==> src/rtl/prince_cms_cubic_term.sv <==
// prince_cms_cubic_term: masked (CMS) evaluator for the cubic monomial y&z&w.
// Expands SHARES shares of y, z, w into all SHARES^3 cross products, registers
// them behind a glitch barrier (S1) and, when COMPRESS=1, ring-refreshes them
// and XOR-compresses back to SHARES shares in a second register stage (S2).
// Ports:
//   clk, rst            clock, synchronous active-high reset
//   in_valid/in_ready   input handshake (transfer on in_valid && in_ready)
//   y_sh, z_sh, w_sh    input shares, lane l share i at bit l*SHARES+i
//   rnd                 refresh randomness, lane l bit p at l*NPROD+p
//   out_valid/out_ready output handshake
//   out_sh              output shares, lane l share s at bit l*OSH+s
module prince_cms_cubic_term #(
    parameter int unsigned SHARES   = 2,
    parameter int unsigned LANES    = 1,
    parameter int unsigned COMPRESS = 0,
    localparam int unsigned NPROD   = SHARES * SHARES * SHARES,
    localparam int unsigned OSH     = (COMPRESS == 1) ? SHARES : NPROD
) (
    input  logic                     clk,
    input  logic                     rst,
    input  logic                     in_valid,
    output logic                     in_ready,
    input  logic [LANES*SHARES-1:0]  y_sh,
    input  logic [LANES*SHARES-1:0]  z_sh,
    input  logic [LANES*SHARES-1:0]  w_sh,
    input  logic [LANES*NPROD-1:0]   rnd,
    output logic                     out_valid,
    input  logic                     out_ready,
    output logic [LANES*OSH-1:0]     out_sh
);

    if (SHARES < 2 || LANES < 1 || COMPRESS > 1) begin : g_bad_params
        $error("prince_cms_cubic_term: need SHARES>=2, LANES>=1, COMPRESS in {0,1}");
    end

    logic [LANES*NPROD-1:0] prod;
    logic [LANES*NPROD-1:0] s1_d;
    logic [LANES*NPROD-1:0] s1_q;
    logic                   s1_v;
    logic                   adv1;

    // Cross products, index p = i*SHARES^2 + j*SHARES + k; never XORed together here.
    always_comb begin
        prod = '0;
        for (int unsigned l = 0; l < LANES; l++) begin
            for (int unsigned i = 0; i < SHARES; i++) begin
                for (int unsigned j = 0; j < SHARES; j++) begin
                    for (int unsigned k = 0; k < SHARES; k++) begin
                        prod[l*NPROD + i*SHARES*SHARES + j*SHARES + k] =
                            y_sh[l*SHARES + i] & z_sh[l*SHARES + j] & w_sh[l*SHARES + k];
                    end
                end
            end
        end
    end

    // Stage 1 register: the glitch barrier between product terms and any XOR.
    always_ff @(posedge clk) begin
        if (rst) begin
            s1_v <= 1'b0;
            s1_q <= '0;
        end else if (adv1) begin
            s1_v <= in_valid;
            if (in_valid) begin
                s1_q <= s1_d;
            end
        end
    end

    assign in_ready = adv1;

    if (COMPRESS == 0) begin : g_expand
        // rnd has no role without compression.
        logic unused_rnd;
        assign unused_rnd = ^rnd;

        assign s1_d      = prod;
        assign adv1      = !s1_v || out_ready;
        assign out_valid = s1_v;
        assign out_sh    = s1_q;
    end else begin : g_compress
        logic [LANES*SHARES-1:0] s2_d;
        logic [LANES*SHARES-1:0] s2_q;
        logic                    s2_v;
        logic                    adv2;

        // Ring refresh: each rnd bit enters two neighbouring products and cancels in the sum.
        always_comb begin
            s1_d = prod;
            for (int unsigned l = 0; l < LANES; l++) begin
                for (int unsigned p = 0; p < NPROD; p++) begin
                    s1_d[l*NPROD + p] = prod[l*NPROD + p] ^ rnd[l*NPROD + p]
                                      ^ rnd[l*NPROD + ((p + 1) % NPROD)];
                end
            end
        end

        // Compression: output share g collects every product with p mod SHARES == g.
        always_comb begin
            s2_d = '0;
            for (int unsigned l = 0; l < LANES; l++) begin
                for (int unsigned p = 0; p < NPROD; p++) begin
                    s2_d[l*SHARES + (p % SHARES)] ^= s1_q[l*NPROD + p];
                end
            end
        end

        assign adv2 = !s2_v || out_ready;
        assign adv1 = !s1_v || adv2;

        always_ff @(posedge clk) begin
            if (rst) begin
                s2_v <= 1'b0;
                s2_q <= '0;
            end else if (adv2) begin
                s2_v <= s1_v;
                if (s1_v) begin
                    s2_q <= s2_d;
                end
            end
        end

        assign out_valid = s2_v;
        assign out_sh    = s2_q;
    end

endmodule
==> config.mk <==
export PLATFORM = sky130hd
export DESIGN_NAME = prince_cms_cubic_term
export DESIGN_NICKNAME = d
export VERILOG_FILES = /design/src/rtl/prince_cms_cubic_term.sv
export SDC_FILE = /design/constraint.sdc
export NUM_CORES = 1
export LEC_CHECK = 0
export CAP_MARGIN = 10
export CORE_AREA = 5 5 42 44
export CTS_BUF_LIST = sky130_fd_sc_hd__clkbuf_16
export DETAILED_ROUTE_END_ITERATION = 6
export DIE_AREA = 0 0 47 49
export DONT_BUFFER_PORTS = 1
export GPL_ROUTABILITY_DRIVEN = 0
export GPL_TIMING_DRIVEN = 0
export MAX_ROUTING_LAYER = met4
export PLACE_DENSITY = 0.44
export REMOVE_ABC_BUFFERS = 1
export SYNTH_ARGS = -nofsm -noshare
export SYNTH_HDL_FRONTEND = slang
export SYNTH_SLANG_ARGS = --single-unit
==> constraint.sdc <==
create_clock -name clk -period 1.5 [get_ports clk]
set_clock_uncertainty 0.15 [all_clocks]
set_input_delay 0.15 -clock clk [delete_from_list [all_inputs] [get_ports clk]]
set_output_delay 0.15 -clock clk [all_outputs]
set_load 0.02 [all_outputs]
======== Word level (Yosys, flattened, before mapping) ========
Cells that the tools add are included.
cells by class
  bitwise logic cells ..................... 12
  reductions and logical operators ........ 3
operator list
  operator          count
  $and 1x1->1       12
  $reduce_and 2->1  1
  $logic_not 1->1   1
  $logic_or 1x1->1  1
word-level totals
  flip-flop bits (word level) ............. 9

======== Logic depth before layout (Yosys ltp) ========
Gate-level depths: netlist of run 1.
  depth after elaboration ................. 3
  depth in mapped cells ................... 5
  depth with buffers taken out ............ 4

======== Worst setup path after synthesis of run 1 ========
No wires, ideal clock.
  path kind ............................... register to register
  start point ............................. register s1_v (netlist: out_valid)
  end point ............................... register s1_q[0] (netlist: out_sh[0])
  required time ........................... 1.220 ns
  arrival ................................. 0.981 ns
  slack ................................... 0.239 ns
  path buffers ............................ 1
  clock period less this slack ............ 1.261 ns
  stages on the path, launching flop included .. 6
  cells stage by stage .................... dfxtp_1 nor2b_1 buf_2 inv_2 nand4_1 a21oi_1
between the ends
  word-level cells in the longest chain between the ends .. 3
RTL lines
  what                        line  source
  start: declaration          39    logic s1_v;
  start signal: assignment    63    s1_v <= in_valid;
  $logic_not 1->1             78    assign adv1 = !s1_v || out_ready;
  $logic_or 1x1->1            78
  net in_ready                22    output logic in_ready,
  $reduce_and 2->1 (no line)  n/a
  end signal: assignment      61    s1_q <= '0;
  end signal: assignment      65    s1_q <= s1_d;
  end: declaration            38    logic [LANES*NPROD-1:0] s1_q;
The timed path passes the listed nets, and every way through them passes these cells.
A chain may end at the register's enable or synchronous reset.

======== Worst setup path after layout of run 1 ========
  start point ............................. register s1_v (netlist: out_valid)
  end point ............................... output port in_ready
between the ends
  word-level cells in the longest chain between the ends .. 2
RTL lines
  what              line
  $logic_not 1->1   78
  $logic_or 1x1->1  78
  end: declaration  22
No other way between the ends.

==> summary.md, run 1 <==
| Metric | Value |
|---|---|
| Proportion of power drawn by combinational gates | `5.8%` |
| Cell Rows | `14` |
| Internal cell power | `0.000613 W` |
| HP Class | `input port to flip-flop` |
| Reg-to-Reg Start | `out_valid$_SDFFE_PP0P_` |
| WP data required | `1200 ps` |
| CTS H-tree lvls | `1` |
| Power density cells | `1530 nW/um2` |
| Critical Path Source | `out_valid$_SDFFE_PP0P_` |
| Via count | `340` |
| Simple-gate area share of the yosys netlist | `22.1%` |
| Die Span X | `47 um` |
| Seq/Total Area, Yosys | `49.0%` |
| Final setup viols | `0` |
| RSZ-0062 raised after global routing | `false` |
| Cell Area, Placed | `374 um2` |
| Yosys reg bits | `9` |
| CTS sink count | `9` |
| Minimum clock period | `1420 ps` |
| Arrival @ worst endpoint | `1120 ps` |
| Layout fillers | `161` |
| Design area | `500 um2` |
| Adder-cell area share of the yosys netlist | `0%` |
| NumNets Final | `68` |
| Setup Fix Bufs, Post-CTS | `0` |
| Worst setup EP type | `primary output` |
| TritonRoute pass-1 iters | `4` |
| Period utilisation layout | `94.4%` |
| Total track usage | `9.13%` |
| Fmax | `0.706 GHz` |
| Starting density of the core | `26.3%` |
| Total CTS buffers | `3` |
| Pleak | `0.175 nW` |
| Die footprint | `2300 um2` |
| TritonCTS clock tree | `yes` |
| Worst IR drop on VDD | `0.597 mV` |
| Origin of the worst min-delay path | `in_valid` |
| Share of cells above drive strength 1 | `10.2%` |
| Crit Path Category | `flip-flop to primary output` |
| Clock root buffer | `clkbuf_16` |
| CTS max path bufs | `2` |
| Worst slack at placement | `-196 ps` |
| Final WL | `959 um` |
| Multi-input logic area | `174 um2` |
| # DRC | `0` |
| Main combinational cell family by area after synthesis | `compound AO/OA/AOI/OAI gates` |
| Top Ports | `28` |
| Clock transition at the registers of the reported paths | `40 ps` |
| Largest cells by area after synthesis | `dfxtp_1, nand4_1, a21oi_1` |
| Sw Ratio | `19.7%` |
| Seq pwr share | `34.1%` |
| Antenna Nets Post-Route | `0` |
| Final slew viol count | `0` |
| Via-to-Cell Ratio | `5.23` |
| Yosys Warn Count | `0` |
| Largest area contributor in the synthesized netlist | `dfxtp_1` |
| Core Area | `1400 um2` |
| Syn Inst Count | `44` |
| Wirelength per Cell | `14.8 um` |
| Syn-to-layout area delta | `36.1%` |
| Setup WS post-layout | `84.2 ps` |
| Inserted Diodes | `0` |
| Vias in the first global route | `329` |
| Synth Area in Compound Gates | `23.1%` |
| Non-filler cells, final | `65` |
| Synth Area in XOR/XNOR | `0%` |
| Synth top area share | `49.0%` |
| Worst-margin pin slew | `339 ps` |
| Initial antenna violation count | `0` |
| Total gr overflow | `0` |
| Synth cell types | `10` |
| Psw | `0.000151 W` |
| Max FO, Critical Path | `10` |
| Skew-Pair Late Insertion Delay | `230 ps` |
| Clock Power Share | `60.1%` |
| Status | `finished clean` |
| Pin count of the biggest net entering global routing | `11` |
| Hold_ws | `46.5 ps` |
| PortBufs | `0` |
| Endpoints failing hold | `0` |
| FF/Latch Area | `180 um2` |
| Syn Std Cell Area | `368 um2` |
| Multiplexer share of the synthesized area | `0%` |
| Post-placement cell count | `57` |
| Avg Inst Size Synth | `8.36 um2` |
| Crit path launch type | `flip-flop` |
| First-pass GRT wire length | `1480 um` |
| Worst slew margin | `77.3%` |
| Maxcap violations | `0` |
| Die Y-Extent | `49 um` |
| DR iter-0 viols | `3` |
==> stage by stage <==
stage	TNS, ps	util, %	total power [W]
6_report	0	35.7	0.000764
5_1_grt	0	35.7	0.000788
4_1_cts	0	35.7	0.000767
3_5_place_dp	-1470	26.7	0.000291
3_3_place_gp	-1220	26.7	0.000290
2_1_floorplan	0	-	0.000284
==> registers in the layout (all words and copies together), names as in the netlist <==
signal     count
out_sh         8
out_valid      1
==> power by group through the flow <==
stage | clock [W] | combinational [W] | sequential, W
after global placement | 0 | 0.0000255 | 0.000264
after detailed placement | 0 | 0.0000263 | 0.000265
after global routing | 0.000478 | 0.0000489 | 0.000261
final | 0.000459 | 0.0000441 | 0.000260
after CTS | 0.000462 | 0.0000438 | 0.000261
after floorplan | 0 | 0.0000215 | 0.000263
==> critical path, cell delays in order, from the launching register on <==
cell and delay [ps]:
dfxtp_1 430, nor2b_4 290, inv_2 160
==> layout by cell type (no fill, tap or decap) <==
master,netlist,final
a21oi_1,9,9
and2_1,4,4
clkbuf_16,0,3
dfxtp_1,9,9
dlygate4sd3_1,0,4
inv_1,1,2
inv_2,1,1
nand4_1,8,8
nor2b_4,0,1
o21ai_0,8,8
==> final timing paths <==
| check | endpoint | slack [ps] | cells after the start |
|---|---|---|---|
| worst max-delay path | in_ready | 80 | 2 |
| worst min-delay path | out_valid$_SDFFE_PP0P_ | 50 | 2 |
| worst max register to register | out_sh[5]$_SDFFE_PP0P_ | 120 | 4 |
| worst min register to register | out_sh[7]$_SDFFE_PP0P_ | 430 | 2 |
==> cell type report <==
cell class | count | area share [%]
flip-flops and latches | 9 | 36.0
well taps | 16 | 4.00
clock inverters | 1 | 0.750
repair buffers | 4 | 8.00
multi-input cells | 30 | 34.8
inverters | 2 | 1.50
clock buffers | 3 | 15.0
==> synthesized netlist by cell type (all sizes together) <==
| master | count |
|---|---|
| dfxtp | 9 |
| nand4 | 8 |
| inv | 2 |
| buf | 3 |
| and2 | 4 |
| nor2b | 1 |
| a21oi | 9 |
| o21ai | 8 |
==> layer usage <==
metal,track usage [%],wire [um],vias up
met5,-,0,-
met4,5.53,16,0
met3,5.54,158,2
met2,11.1,387,19
met1,11.1,397,148
li1,-,-,171
==> logic make-up (layout without fill, tap and decap cells) <==
| family | Yosys count | after routing |
|---|---|---|
| AOI/OAI and AO/OA | 17 | 17 |
| DFF | 9 | 9 |
| and+or+nand+nor | 13 | 13 |
| buffers and inverters | 5 | 10 |
==> what timing repair did <==
| action | CTS | global route |
|---|---|---|
| hold buffers | 4 | 0 |
| hold endpoints to repair | 9 | 0 |
| setup endpoints to repair | 10 | 0 |
| resized for setup | 2 | 0 |
Note: power is estimated with default switching activity, not from simulation.
==> run 2, diff against run 1 <==
--- a/config.mk
+++ b/config.mk
@@ -7,12 +7,11 @@
 export LEC_CHECK = 0
 export CAP_MARGIN = 10
 export CORE_AREA = 5 5 42 44
-export CTS_BUF_LIST = sky130_fd_sc_hd__clkbuf_16
+export CTS_BUF_LIST = sky130_fd_sc_hd__clkbuf_4
 export DETAILED_ROUTE_END_ITERATION = 6
 export DIE_AREA = 0 0 47 49
 export DONT_BUFFER_PORTS = 1
 export GPL_ROUTABILITY_DRIVEN = 0
-export GPL_TIMING_DRIVEN = 0
 export MAX_ROUTING_LAYER = met4
 export PLACE_DENSITY = 0.44
 export REMOVE_ABC_BUFFERS = 1
==> constraint.sdc (replaced) <==
create_clock -name clk -period 1.4 [get_ports clk]
set_clock_uncertainty 0.15 [all_clocks]
set_input_delay 0.14 -clock clk [delete_from_list [all_inputs] [get_ports clk]]
set_output_delay 0.14 -clock clk [all_outputs]
set_load 0.02 [all_outputs]
==> summary.md, run 2 (synthesized netlist as in run 1, its figures left out) <==
| Metric | Value |
|---|---|
| Worst IR drop on VDD | `0.467 mV (-22%)` |
| Top Ports | `28 (unchanged)` |
| Vias in the first global route | `351 (+6.7%)` |
| Final WL | `949 um (-1.0%)` |
| Internal cell power | `0.000417 W (-32%)` |
| Arrival @ worst endpoint | `990 ps (-130 ps)` |
| Pin count of the biggest net entering global routing | `11 (unchanged)` |
| CTS max path bufs | `2 (unchanged)` |
| PortBufs | `0 (unchanged)` |
| Crit-path cells | `nor2b_4, inv_2, buf_4` |
| Endpoints failing hold | `0 (unchanged)` |
| Skew-Pair Late Insertion Delay | `250 ps (+20 ps)` |
| TritonCTS clock tree | `yes` |
| TritonRoute pass-1 iters | `4 (unchanged)` |
| Worst R2R Path Depth | `4 (unchanged)` |
| RSZ-0062 raised after global routing | `false` |
| Cell Rows | `14 (unchanged)` |
| DR iter-0 viols | `6 (+3)` |
| Die Y-Extent | `49 um (unchanged)` |
| Grt met1 use | `10.6% (-0.47 points)` |
| Clock root buffer | `clkbuf_4` |
| NumNets Final | `71 (+4.4%)` |
| Busiest grt layer | `met2` |
| Syn-to-layout area delta | `28.9%` |
| Total design power | `0.000541 W (-29%)` |
| Status | `finished clean` |
| Crit Path Category | `flip-flop to primary output` |
| GRT met2 Usage | `12.0% (+0.90 points)` |
| Critical path buffers and inverters | `2 (+1)` |
| Share of cells above drive strength 1 | `17.3% (+7.1 points)` |
| Minimum clock period | `1280 ps` |
| R2R Path End | `out_sh[5]$_SDFFE_PP0P_` |
| Fmax | `0.779 GHz` |
| Antenna Nets Post-Route | `0 (unchanged)` |
| Final Util | `33.8% (-1.9 points)` |
| Clock transition at the registers of the reported paths | `60 ps (+20 ps)` |
| Total CTS buffers | `3 (unchanged)` |
| Sw Ratio | `22.9% (+3.2 points)` |
| Wirelength per Cell | `14.0 um (-5.4%)` |
| Hold Path End | `out_valid$_SDFFE_PP0P_` |
| Via-to-Cell Ratio | `5.25 (+0.37%)` |
| Worst slew margin | `79.0% (+1.7 points)` |
| Final slew viol count | `0 (unchanged)` |
| Power density cells | `1140 nW/um2 (-25%)` |
| Worst setup EP type | `primary output` |
| Die Span X | `47 um (unchanged)` |
| Psw | `0.000124 W (-18%)` |
| Total gr overflow | `0 (unchanged)` |
| Reg-to-Reg Start | `out_valid$_SDFFE_PP0P_` |
| CP delay by family, top | `flip-flops` |
| Max FFs per register | `8 (unchanged)` |
| Origin of the worst min-delay path | `in_valid` |
| Max FO, Critical Path | `10 (unchanged)` |
| Non-filler cells, final | `68 (+4.6%)` |
| Inserted Diodes | `0 (unchanged)` |
| WP data required | `1110 ps (-90 ps)` |
| Via count | `357 (+5.0%)` |
| Total track usage | `9.12% (about the same)` |
| Proportion of power drawn by combinational gates | `10.3% (+4.5 points)` |
| Critical Path Max Stage Delay | `330 ps (-100 ps)` |
| CTS H-tree lvls | `1 (unchanged)` |
| Commonest cells after routing, fill and taps aside | `a21oi_1, dfxtp_1, o21ai_0, nand4_1` |
| Period utilisation layout | `91.7%` |
| Starting density of the core | `26.3% (unchanged)` |
| CTS sink count | `9 (unchanged)` |
| GR Util met3 | `3.69% (-1.8 points)` |
| Seq pwr share | `50.9% (+17 points)` |
| Core Area | `1400 um2 (unchanged)` |
| Clock Power Share | `38.8% (-21 points)` |
| Final setup viols | `0 (unchanged)` |
| Post-placement cell count | `59 (+3.5%)` |
| Crit path max-delay cell type | `dfxtp_1` |
| # DRC | `0 (unchanged)` |
| Setup tns final | `0 ps (unchanged)` |
| Worst-margin pin slew | `314 ps (-24.9 ps)` |
| Worst reg-to-reg setup slack | `290 ps (+170 ps)` |
| Initial antenna violation count | `0 (unchanged)` |
| WHS Path Cells | `2 (unchanged)` |
| First-pass GRT wire length | `1460 um (-0.95%)` |
| Die footprint | `2300 um2 (unchanged)` |
| Crit path launch type | `flip-flop` |
| Pleak | `0.165 nW (-5.3%)` |
| HP Class | `input port to flip-flop` |
| Maxcap violations | `0 (unchanged)` |
==> run 2: cell types whose count changed in the layout (fill, tap and decap cells not counted) <==
| cell | change |
|---|---|
| clkbuf_4 | +4 |
| buf_4 | +3 |
| clkbuf_16 | -3 |
| inv_1 | -1 |
==> run 2: power by group through the flow <==
stage | sequential (W) | combinational, W | clock [W]
after floorplan | 0.000282 | 0.0000230 | 0
after global placement | 0.000281 | 0.0000345 | 0
after detailed placement | 0.000281 | 0.0000349 | 0
after CTS | 0.000275 | 0.0000556 | 0.000222
after global routing | 0.000276 | 0.0000616 | 0.000234
final | 0.000275 | 0.0000557 | 0.000210
==> run 2: layout make-up <==
class                           count  area (um2)
Sequential cell                     9         180
Inverter                            2        7.51
Clock buffer                        4        30.0
Fill cell                         159         927
Timing Repair Buffer                7        62.6
Tap cell                           16        20.0
Multi-Input combinational cell     30         174
==> run 2: worst max-delay path by stage <==
stage / start / to / slack, ps / depth (start not counted)
after floorplan: out_valid$_SDFFE_PP0P_ / out_sh[0]$_SDFFE_PP0P_ / -20 / 4
after global placement: out_valid$_SDFFE_PP0P_ / in_ready / -20 / 3
after detailed placement: out_valid$_SDFFE_PP0P_ / out_sh[6]$_SDFFE_PP0P_ / -30 / 4
after CTS: out_valid$_SDFFE_PP0P_ / in_ready / 100 / 3
after global routing: out_valid$_SDFFE_PP0P_ / in_ready / 50 / 3
final: out_valid$_SDFFE_PP0P_ / in_ready / 120 / 3
==> run 2: per-layer routing <==
layer  part of all wire (%)  up-vias
met5                      0        -
met4                   0.84        0
met3                     13        2
met2                     45       17
met1                     41      163
li1                       -      175
==> run 2: per-stage QoR <==
stage / cell area, um2 / hold WS (ps) / setup WS (ps)
after floorplan: 354 / 59.1 / -23.9
after CTS: 474 / 4.29 / 100
final: 474 / 11.2 / 116
after global placement: 389 / 62.7 / -17.7
after global routing: 474 / 34.9 / 45.5
after detailed placement: 389 / 62.0 / -28.5
==> run 2: timing repair <==
action | CTS | global route
endpoints found under the hold margin | 9 | 0
gates resized for setup | 2 | 0
setup endpoints to repair | 9 | 0
buffers inserted | 1 | 0
hold buffers | 4 | 0
